<file path="src/rtl/wheel_pkg.sv">
// Shared definitions for the wheel stepper drive channel.
//   - state_e      : channel FSM states (IDLE / RUN / DECEL)
//   - COIL_TABLE   : 8-entry phase -> coil drive pattern table, entry n at bits [4n+3:4n]
//   - coil_of()    : look up the coil pattern for a phase
//   - mag_max()    : largest speed magnitude for a given command width
//   - target_period(): step period (clk cycles) requested by a non-zero magnitude
package wheel_pkg;

    typedef enum logic [1:0] {
        IDLE  = 2'd0,
        RUN   = 2'd1,
        DECEL = 2'd2
    } state_e;

    // Unipolar half-step sequence; even phases energise one coil, odd phases two.
    localparam logic [31:0] COIL_TABLE = {
        4'b1001, 4'b1000, 4'b1100, 4'b0100,
        4'b0110, 4'b0010, 4'b0011, 4'b0001
    };

    function automatic logic [3:0] coil_of(input logic [2:0] phase);
        return COIL_TABLE[{phase, 2'b00} +: 4];
    endfunction

    function automatic int mag_max(input int speed_w);
        return (32'sd1 <<< (speed_w - 32'sd1)) - 32'sd1;
    endfunction

    // Fastest period at full magnitude, one PERIOD_STEP slower per unit below it.
    function automatic int target_period(input int mag, input int mag_top,
                                         input int period_min, input int period_step);
        return period_min + (mag_top - mag) * period_step;
    endfunction

endpackage

</file>
<file path="src/rtl/wheel_stepper_ramp_timer.sv">
// step_ramp_timer: step-interval divider with trapezoidal period ramp.
//   clk, rst      : clock, synchronous active-high reset
//   enable_i      : 0 forces divider to 0 and period back to PERIOD_MAX
//   run_i         : 1 while the channel is stepping; 0 holds the divider at 0
//   target_i      : period the ramp is heading toward (from the FSM)
//   step_o        : step event, high during the terminal-count cycle
//   cur_period_o  : interval currently being timed
module step_ramp_timer
    import wheel_pkg::*;
#(
    parameter int DIV_W      = 20,
    parameter int PERIOD_MAX = 50000,
    parameter int PERIOD_MIN = 5000,
    parameter int RAMP_DELTA = 500
) (
    input  logic             clk,
    input  logic             rst,
    input  logic             enable_i,
    input  logic             run_i,
    input  logic [DIV_W-1:0] target_i,
    output logic             step_o,
    output logic [DIV_W-1:0] cur_period_o
);

    localparam logic [DIV_W-1:0] PMAX_V  = DIV_W'(PERIOD_MAX);
    localparam logic [DIV_W-1:0] PMIN_V  = DIV_W'(PERIOD_MIN);
    localparam logic [DIV_W-1:0] DELTA_V = DIV_W'(RAMP_DELTA);

    logic [DIV_W-1:0] divider_q;
    logic [DIV_W-1:0] divider_d;
    logic [DIV_W-1:0] cur_period_q;
    logic [DIV_W-1:0] cur_period_d;
    logic [DIV_W-1:0] ramped_s;
    logic [DIV_W-1:0] period_next_s;

    assign step_o       = enable_i && run_i && (divider_q == (cur_period_q - DIV_W'(1)));
    assign cur_period_o = cur_period_q;

    // Ramp: move one RAMP_DELTA toward target without overshooting, then clamp to legal range.
    always_comb begin
        ramped_s      = cur_period_q;
        period_next_s = cur_period_q;
        if (cur_period_q > target_i) begin
            if ((cur_period_q - target_i) > DELTA_V) begin
                ramped_s = cur_period_q - DELTA_V;
            end else begin
                ramped_s = target_i;
            end
        end else if (cur_period_q < target_i) begin
            if ((target_i - cur_period_q) > DELTA_V) begin
                ramped_s = cur_period_q + DELTA_V;
            end else begin
                ramped_s = target_i;
            end
        end else begin
            ramped_s = cur_period_q;
        end
        if (ramped_s > PMAX_V) begin
            period_next_s = PMAX_V;
        end else if (ramped_s < PMIN_V) begin
            period_next_s = PMIN_V;
        end else begin
            period_next_s = ramped_s;
        end
    end

    // Divider / period next-state: coast resets everything, idle parks the divider.
    always_comb begin
        divider_d    = divider_q;
        cur_period_d = cur_period_q;
        if (!enable_i) begin
            divider_d    = '0;
            cur_period_d = PMAX_V;
        end else if (!run_i) begin
            divider_d    = '0;
        end else if (step_o) begin
            // New period applies to the interval that starts now.
            divider_d    = '0;
            cur_period_d = period_next_s;
        end else begin
            divider_d    = divider_q + DIV_W'(1);
        end
    end

    // Divider and period registers.
    always_ff @(posedge clk) begin
        if (rst) begin
            divider_q    <= '0;
            cur_period_q <= PMAX_V;
        end else begin
            divider_q    <= divider_d;
            cur_period_q <= cur_period_d;
        end
    end

endmodule

</file>
<file path="src/rtl/wheel_stepper_ramp.sv">
// wheel_stepper_ramp: one wheel's stepper drive channel.
// Converts a sign-magnitude speed command into a unipolar 4-coil step sequence
// with a trapezoidal period ramp; direction reversals always decelerate to the
// start/stop period before the direction flips. Keeps a wrapping tick count.
//   clk, rst    : clock, synchronous active-high reset
//   enable      : 0 = coast (coils off, ramp reset)
//   speed_cmd   : MSB = direction (1 = reverse), low bits = magnitude
//   half_step   : 1 = 8-phase half-step, 0 = 4-phase full-step
//   tick_clear  : synchronous clear of tick_count (wins over a step)
//   coils       : registered coil drive pattern
//   tick_count  : up/down step count, wraps modulo 2^TICK_W
//   step_pulse  : one-cycle pulse per step, aligned with the coil update
//   moving      : 1 while not IDLE
//   dir_out     : current physical direction
module wheel_stepper_ramp
    import wheel_pkg::*;
#(
    parameter int SPEED_W     = 3,
    parameter int TICK_W      = 8,
    parameter int DIV_W       = 20,
    parameter int PERIOD_MAX  = 50000,
    parameter int PERIOD_MIN  = 5000,
    parameter int PERIOD_STEP = 5000,
    parameter int RAMP_DELTA  = 500
) (
    input  logic               clk,
    input  logic               rst,
    input  logic               enable,
    input  logic [SPEED_W-1:0] speed_cmd,
    input  logic               half_step,
    input  logic               tick_clear,
    output logic [3:0]         coils,
    output logic [TICK_W-1:0]  tick_count,
    output logic               step_pulse,
    output logic               moving,
    output logic               dir_out
);

    localparam int MAG_MAX = mag_max(SPEED_W);
    localparam logic [DIV_W-1:0] PMAX_V = DIV_W'(PERIOD_MAX);

    // Slowest running target (magnitude 1) must not exceed the start/stop period.
    if (SPEED_W < 2) begin : g_bad_speed_w
        $error("wheel_stepper_ramp: SPEED_W must be at least 2");
    end
    if (PERIOD_MIN < 1 || PERIOD_MIN > PERIOD_MAX) begin : g_bad_period_min
        $error("wheel_stepper_ramp: PERIOD_MIN out of range");
    end
    if (target_period(1, MAG_MAX, PERIOD_MIN, PERIOD_STEP) > PERIOD_MAX) begin : g_bad_target
        $error("wheel_stepper_ramp: slowest target period exceeds PERIOD_MAX");
    end
    if (PERIOD_MAX >= (64'd1 << DIV_W)) begin : g_bad_div_w
        $error("wheel_stepper_ramp: DIV_W too narrow for PERIOD_MAX");
    end

    state_e              state_q;
    state_e              state_d;
    logic                dir_q;
    logic                dir_d;
    logic [2:0]          phase_q;
    logic [2:0]          phase_d;
    logic [3:0]          coils_q;
    logic [3:0]          coils_d;
    logic [TICK_W-1:0]   tick_q;
    logic [TICK_W-1:0]   tick_d;
    logic                step_pulse_q;
    logic                step_pulse_d;
    logic                moving_q;
    logic                moving_d;

    logic                cmd_dir_s;
    logic [SPEED_W-2:0]  mag_s;
    logic                cmd_ok_s;
    logic                step_s;
    logic [DIV_W-1:0]    cur_period_s;
    logic [DIV_W-1:0]    target_s;
    logic [2:0]          adv_s;
    logic [2:0]          phase_step_s;

    assign cmd_dir_s = speed_cmd[SPEED_W-1];
    assign mag_s     = speed_cmd[SPEED_W-2:0];
    // Command still asks for motion in the direction we are already turning.
    assign cmd_ok_s  = (mag_s != '0) && (cmd_dir_s == dir_q);

    // Ramp target: commanded speed only while running on-command; otherwise slow to stop.
    always_comb begin
        target_s = PMAX_V;
        if (state_q == RUN && cmd_ok_s) begin
            target_s = DIV_W'(target_period(int'(mag_s), MAG_MAX, PERIOD_MIN, PERIOD_STEP));
        end else begin
            target_s = PMAX_V;
        end
    end

    // Phase advance; full-step from an odd phase moves one to realign on even phases.
    always_comb begin
        adv_s = 3'd1;
        if (half_step || phase_q[0]) begin
            adv_s = 3'd1;
        end else begin
            adv_s = 3'd2;
        end
        if (dir_q) begin
            phase_step_s = phase_q - adv_s;
        end else begin
            phase_step_s = phase_q + adv_s;
        end
    end

    step_ramp_timer #(
        .DIV_W      (DIV_W),
        .PERIOD_MAX (PERIOD_MAX),
        .PERIOD_MIN (PERIOD_MIN),
        .RAMP_DELTA (RAMP_DELTA)
    ) u_timer (
        .clk          (clk),
        .rst          (rst),
        .enable_i     (enable),
        .run_i        (state_q != IDLE),
        .target_i     (target_s),
        .step_o       (step_s),
        .cur_period_o (cur_period_s)
    );

    // FSM next state plus step-event effects on phase, coils and tick count.
    always_comb begin
        state_d      = state_q;
        dir_d        = dir_q;
        phase_d      = phase_q;
        coils_d      = coils_q;
        tick_d       = tick_q;
        step_pulse_d = 1'b0;
        if (!enable) begin
            state_d = IDLE;
            coils_d = 4'b0000;
        end else begin
            if (step_s) begin
                step_pulse_d = 1'b1;
                phase_d      = phase_step_s;
                coils_d      = coil_of(phase_step_s);
                if (dir_q) begin
                    tick_d = tick_q - TICK_W'(1);
                end else begin
                    tick_d = tick_q + TICK_W'(1);
                end
            end else begin
                step_pulse_d = 1'b0;
            end
            case (state_q)
                IDLE: begin
                    if (mag_s != '0) begin
                        dir_d   = cmd_dir_s;
                        state_d = RUN;
                    end else begin
                        state_d = IDLE;
                    end
                end
                RUN: begin
                    if (!cmd_ok_s) begin
                        state_d = DECEL;
                    end else begin
                        state_d = RUN;
                    end
                end
                DECEL: begin
                    if (cmd_ok_s) begin
                        // Command came back to our direction: resume without stopping.
                        state_d = RUN;
                    end else if (step_s && (cur_period_s == PMAX_V)) begin
                        if (mag_s == '0) begin
                            state_d = IDLE;
                        end else begin
                            dir_d   = cmd_dir_s;
                            state_d = RUN;
                        end
                    end else begin
                        state_d = DECEL;
                    end
                end
                default: begin
                    state_d = IDLE;
                end
            endcase
        end
        if (tick_clear) begin
            tick_d = '0;
        end else begin
            tick_d = tick_d;
        end
        moving_d = (state_d != IDLE);
    end

    // Channel state and registered outputs.
    always_ff @(posedge clk) begin
        if (rst) begin
            state_q      <= IDLE;
            dir_q        <= 1'b0;
            phase_q      <= 3'd0;
            coils_q      <= 4'b0000;
            tick_q       <= '0;
            step_pulse_q <= 1'b0;
            moving_q     <= 1'b0;
        end else begin
            state_q      <= state_d;
            dir_q        <= dir_d;
            phase_q      <= phase_d;
            coils_q      <= coils_d;
            tick_q       <= tick_d;
            step_pulse_q <= step_pulse_d;
            moving_q     <= moving_d;
        end
    end

    assign coils      = coils_q;
    assign tick_count = tick_q;
    assign step_pulse = step_pulse_q;
    assign moving     = moving_q;
    assign dir_out    = dir_q;

endmodule

</file>
<file path="config.mk">
export PLATFORM = sky130hd
export DESIGN_NAME = wheel_stepper_ramp
export DESIGN_NICKNAME = d
export VERILOG_FILES = /design/src/rtl/wheel_pkg.sv /design/src/rtl/wheel_stepper_ramp_timer.sv /design/src/rtl/wheel_stepper_ramp.sv
export SDC_FILE = /design/constraint.sdc
export NUM_CORES = 1
export LEC_CHECK = 0
export CAP_MARGIN = 20
export CORE_AREA = 2 2 146 148
export DETAILED_ROUTE_END_ITERATION = 12
export DIE_AREA = 0 0 148 150
export RECOVER_POWER = 100
export SLEW_MARGIN = 20
export SYNTH_ARGS = -nofsm -noshare
export SYNTH_HDL_FRONTEND = slang
export SYNTH_SLANG_ARGS = --single-unit
</file>
<file path="constraint.sdc">
create_clock -name clk -period 8.7 [get_ports clk]
set_input_delay 1.74 -clock clk [delete_from_list [all_inputs] [get_ports clk]]
set_output_delay 1.74 -clock clk [all_outputs]
set_load 0.02 [all_outputs]
</file>
[Word level (Yosys, flattened, before mapping)]
Cells that the tools add are included.
Word-level totals
  bits in read-only memories: 0
  output and inout bits: 15
  bits in registers: 60
  bits of input ports: 8
  bits in latches: 0
  logic and storage cells: 81
  memories kept: 0
  RAM bits: 0
Cells by class
  reductions and logical operators: 18
  bitwise operators: 2
  order comparisons: 6
  multipliers: 1
  equality and inequality tests: 9
  multiplexer cells: 23
  shift operators: 1
  add/subtract/negate cells: 12
  divide/modulo/power cells: 0
Operator list (count)
  20-bit two-way mux: 7
  20-bit by 9-bit > comparator with 1-bit output, second input constant: 2
  20-bit subtractor: 2
  32-bit by 6-bit variable part select with 4-bit output, first input constant: 1
  20-bit by 1-bit adder with 20-bit output, second input constant: 1
  20-bit by 9-bit adder with 20-bit output, second input constant: 1
  20-bit by 16-bit == test with 1-bit output, second input constant: 1
  20-bit == test: 1
  20-bit by 16-bit > comparator with 1-bit output, second input constant: 1
  20-bit > comparator: 1
  20-bit by 13-bit < comparator with 1-bit output, second input constant: 1
  20-bit < comparator: 1
  20-bit by 1-bit subtractor with 20-bit output, second input constant: 1
  20-bit by 9-bit subtractor with 20-bit output, second input constant: 1
  14-bit by 17-bit adder with 18-bit output, first input constant: 1
  3-bit by 11-bit multiplier with 14-bit output, second input constant: 1
  2-bit two-way mux: 5
  8-bit by 1-bit adder with 8-bit output, second input constant: 1
  8-bit two-way mux: 1
  2-bit inequality test, second input constant: 4
  2-bit nonzero test: 4
  8-bit by 1-bit subtractor with 8-bit output, second input constant: 1
  1-bit two-way mux: 7
  2-bit one-hot mux with 3 select lines: 1
  16 further kinds: 24

[Logic depth before layout (Yosys ltp)]
  word-level depth: 12
  depth in mapped cells: 25
  depth with buffers taken out: 21

[Modules after synthesis]
Synthesis repeated with hierarchy kept, for this count alone.
Unflattened totals
  cell total of the unflattened synthesis: 1043
  area total of the unflattened synthesis: 7554.7 sq um
Modules (own cells, without submodules)
  step_ramp_timer: sequential area each 800.8 sq um, times used 1, cells an instance 879, area an instance 6140.9 sq um
  wheel_stepper_ramp: sequential area each 400.4 sq um, times used 1, cells an instance 164, area an instance 1413.9 sq um

[Least setup slack after synthesis]
OpenSTA, ideal clock, no wires.
  path type: input -> register
  start: in speed_cmd[0]
  end: reg u_timer.cur_period_q[6] (netlist: u_timer.cur_period_o[6])
  required time: 8.566 ns
  path slack: 2.158 ns
  data arrival time: 6.409 ns
  path buffers: 5
  stages: 25
  cell sequence: inv_1 -> ha_1 -> or3_1 -> inv_1 -> buf_2 -> nand2_1 -> inv_1 -> ha_1 -> and4b_1 -> buf_6 -> a221oi_4 -> buf_6 -> nor2_1 -> a311oi_1 -> nand4b_1 -> nand4b_4 -> nor3_4 -> buf_6 -> mux2_2 -> a211o_1 -> nand2_1 -> o2111ai_1 -> o21ai_1 -> buf_4 -> o221ai_1
Between the ends
  word-level cells in the longest chain between the ends: 12
RTL lines
  start: declaration: RTL line wheel_stepper_ramp.sv:29  | input logic [SPEED_W-1:0] speed_cmd,
  2-bit by 2-bit subtractor with 3-bit output / 2-bit nonzero test (equally long branches): RTL line wheel_pkg.sv:32, wheel_stepper_ramp.sv:83
  3-bit by 11-bit multiplier with 14-bit output / 1-bit logical AND (equally long branches): RTL line wheel_pkg.sv:32, wheel_stepper_ramp.sv:83
  14-bit by 17-bit adder with 18-bit output / 1-bit logical AND (equally long branches): RTL line wheel_pkg.sv:32, wheel_stepper_ramp.sv:88
  20-bit two-way mux (*): RTL line wheel_stepper_ramp.sv:88  | if (state_q == RUN && cmd_ok_s) begin
  20-bit subtractor: RTL line wheel_stepper_ramp_timer.sv:50  | if ((target_i - cur_period_q) > DELTA_V) begin
  20-bit by 9-bit > comparator with 1-bit output: RTL line wheel_stepper_ramp_timer.sv:50
  20-bit two-way mux: RTL line wheel_stepper_ramp_timer.sv:50
  20-bit two-way mux: RTL line wheel_stepper_ramp_timer.sv:49  | end else if (cur_period_q < target_i) begin
  20-bit two-way mux (*): RTL line wheel_stepper_ramp_timer.sv:43  | if (cur_period_q > target_i) begin
  20-bit by 13-bit < comparator with 1-bit output: RTL line wheel_stepper_ramp_timer.sv:60  | end else if (ramped_s < PMIN_V) begin
  20-bit two-way mux: RTL line wheel_stepper_ramp_timer.sv:60
  20-bit two-way mux (*): RTL line wheel_stepper_ramp_timer.sv:58  | if (ramped_s > PMAX_V) begin
  end signal: assignment: RTL line wheel_stepper_ramp_timer.sv:92  | cur_period_q <= cur_period_d;
  end: declaration: RTL line wheel_stepper_ramp_timer.sv:31  | logic [DIV_W-1:0] cur_period_q;
Every way passes the cells marked *; elsewhere a longest branch is shown, timed or not.
A chain may end at the register's enable or synchronous reset.

[Worst setup path after layout]
  start: in speed_cmd[0]
  end: reg u_timer.cur_period_q[0] (netlist: u_timer.cur_period_o[0])
Same word-level chain as after synthesis.

==> metrics <==
sequential fraction of the synthesis area 0.170; crit share post-route 0.931; Leak Pwr about 3.2 nW; hpwl dp around 18 mm; routed wl met3 around 1.7 mm; diode count 0; clock buffer depth 2; EDFF count, synth 0; port bufs 22; hold slack final ~0.47 ns; clock latency on the worst-skew pair 0.34 ns; Post-Place Cell Area around 0.0075 sq mm; post-CTS sizing 0; Layout area overhead 10.4%; core footprint ~0.021 sq mm; worst slack at placement 0.604 ns; setup TNS 0 ns; Die Area 0.0222 sq mm; cell area after synthesis between 0.007 and 0.008 sq mm; vias per inst between 5 and 6; largest area contributor in the netlist dfxtp_1; Async SR Flop Fraction 0; initial DRC count between 800 and 900; top cells by count, synth nor2_1 (102), nand2_1 (78), dfxtp_1 (60); Remaining Overflow, GRT 0; Crit Path Class primary input to flip-flop; run status finished, violations left; Worst Setup Start Kind primary input; DR vias ~7300; CTS sink cnt 60; Yosys Warn Count 0; row cnt 53; pin count of the biggest net entering global routing 30; CTS tree done; PnR Total Power 0.923 mW; met1 wire length 10.6 mm; first-pass GRT wire length roughly 38 mm; die height around 150 um; failing checks max-capacitance violations, max-slew violations; Final Worst Setup Slack approximately 0.6 ns; wire per inst around 20 um; top area cells in the synthesized netlist dfxtp_1 (17%), ha_1 (8.1%), xnor2_1 (7.3%); I/O pins 23; max layer used met4; GRT Total Usage 0.217; synth unique cells 88; CP endpoint kind flip-flop; post-synth top area share 0.170; register bit total from synthesis 60; Power per Cell Area between 100 and 150 mW/mm^2; clock skew around 0.0082 ns; RSZ-0062 raised after global routing false; root buffer cell clkbuf_16; fin. max-slew vios just over 50; Horiz. Die Dim roughly 150 um; Final Instance Area 0.00780 sq mm; initial antenna violation count 0; Initial Utilization 0.342; NumNets Final roughly 1000; DRT Pass-1 Iters 7; Reg clk slew, reported paths ~0.05 ns; Worst Path Max Fanout 17; Critical Path RT about 8.9 ns; synthesized instance count between 900 and 1000; routability cong. around 1; Tmin final 8.10 ns; dominant synthesized flop cell dfxtp_1; Final Hold Viols 0; H-tree depth 3; Routed WL approximately 24 mm; hold crit path type flip-flop to flip-flop; worst-margin pin slew ~2.2 ns; endpoints failing setup 0; syn avg cell area 7.43 sq um; layout cells sized above 1 0.0635; hold buffer count at CTS 0; Routed Antenna Nets 0; fmax between 0.1 and 0.15 GHz; Worst Path Arrival about 8.3 ns; vias in the first global route between 6000 and 7000; post-CTS setup buffers 0; met2 routed wirelength around 10 mm; most frequent cell after synthesis nor2_1; max-capacitance violation count 2; Num CTS Buffers 9; syn_nets around 1000; Max-slew headroom -0.460; drt drc 0; Peak VDD IR ~0.09 mV
-- area by class of cell --
class                           count  area (sq um)
Clock inverter                      6          87.6
Tap cell                          275           344
Multi-Input combinational cell    786          5430
Clock buffer                       10           239
Inverter                           45           169
Timing Repair Buffer               38           329
Fill cell                        2182         12900
Sequential cell                    60          1200
-- cells in the final DEF (no fill, tap or decap), types with 5 or more instances in the layout --
cell             instances
a21oi_1                 47
o21bai_1                 6
mux2i_1                 24
mux2_2                   5
o21ai_1                  5
o21ai_0                 46
nor2_1                 103
ha_1                    46
o211a_1                  5
or4_1                    6
buf_4                   13
dfxtp_1                 60
xor2_1                  32
a211oi_1                13
clkbuf_16                9
inv_1                   44
nand3_1                 32
and3_1                  15
clkdlybuf4s50_1          6
o21a_1                   7
nand4_1                 17
a22o_1                   6
nand2b_1                15
dlygate4sd3_1           16
a31oi_1                  5
or3_1                    8
nand3b_1                 7
nor3_1                  32
o31ai_1                  5
a22oi_1                  5
and2_1                   5
o311ai_0                 5
xnor2_1                 59
nand2_1                 78
a21o_1                  24
o2111ai_1                6
nor2b_1                  6
nor4_1                   9
-- path summary, 6_finish.rpt --
kind	from	slack, ns	endpoint	cells past startpoint
setup / recovery	speed_cmd[0]	0.60	u_timer.cur_period_o[0]$_SDFFE_PP0P_	21
hold / removal	coils[3]$_SDFFE_PP0P_	0.47	coils[3]$_SDFFE_PP0P_	2
setup reg to reg	dir_out$_SDFFE_PP0P_	2.19	u_timer.cur_period_o[0]$_SDFFE_PP0P_	19
hold reg to reg	coils[3]$_SDFFE_PP0P_	0.47	coils[3]$_SDFFE_PP0P_	2
-- registers in the layout, summed over array words and instances (netlist names) --
register	count
coils	4
dir_out	1
moving	1
phase_q	3
state_q	2
step_pulse	1
tick_count	8
u_timer.cur_period_o	20
u_timer.divider_q	20
-- per-stage QoR --
stage	cells	utilization
2_1_floorplan	951	-
3_3_place_gp	1204	0.362
3_5_place_dp	1204	0.362
4_1_cts	1220	0.378
5_1_grt	1220	0.377
6_report	1220	0.377
-- logic make-up (layout without fill, tap and decap cells) --
family / count (synthesis) / count (layout) / synth area share
other: 2 / 2 / 0.00106
adder cells (fa/ha/maj): 49 / 49 / 0.0899
buffers and inverters: 105 / 99 / 0.0639
AO/OA/AOI/OAI: 253 / 253 / 0.258
multiplexers: 29 / 29 / 0.0419
flip-flops: 60 / 60 / 0.170
XOR/XNOR: 91 / 91 / 0.113
AND/OR/NAND/NOR: 362 / 362 / 0.263
-- layer usage --
layer	GRT usage	up-vias
met5	0	-
met4	0.111	0
met3	0.0271	81
met2	0.333	374
met1	0.298	3417
li1	-	3429
-- worst max-delay path, stage by stage --
cell	delay, ns
clkdlybuf4s50_1	0.62
inv_1	0.13
ha_1	0.32
or3_1	0.47
inv_1	0.24
buf_4	0.22
nand2b_1	0.10
ha_1	0.63
and4_1	0.37
nand2_1	0.23
o21ai_1	0.32
o21ba_2	0.21
a221oi_1	0.29
nand4_1	0.27
nor2_1	0.55
mux2_2	0.40
a21o_1	0.21
nor3_1	0.23
a211oi_2	0.15
or2_1	0.33
a32o_1	0.28
-- power by group --
part           internal [mW]  switching (mW)  leakage, nW
clock network          0.258           0.132        0.151
logic                 0.0906           0.164         2.59
registers              0.276         0.00229        0.484
Power figures use the tool's default switching activity.
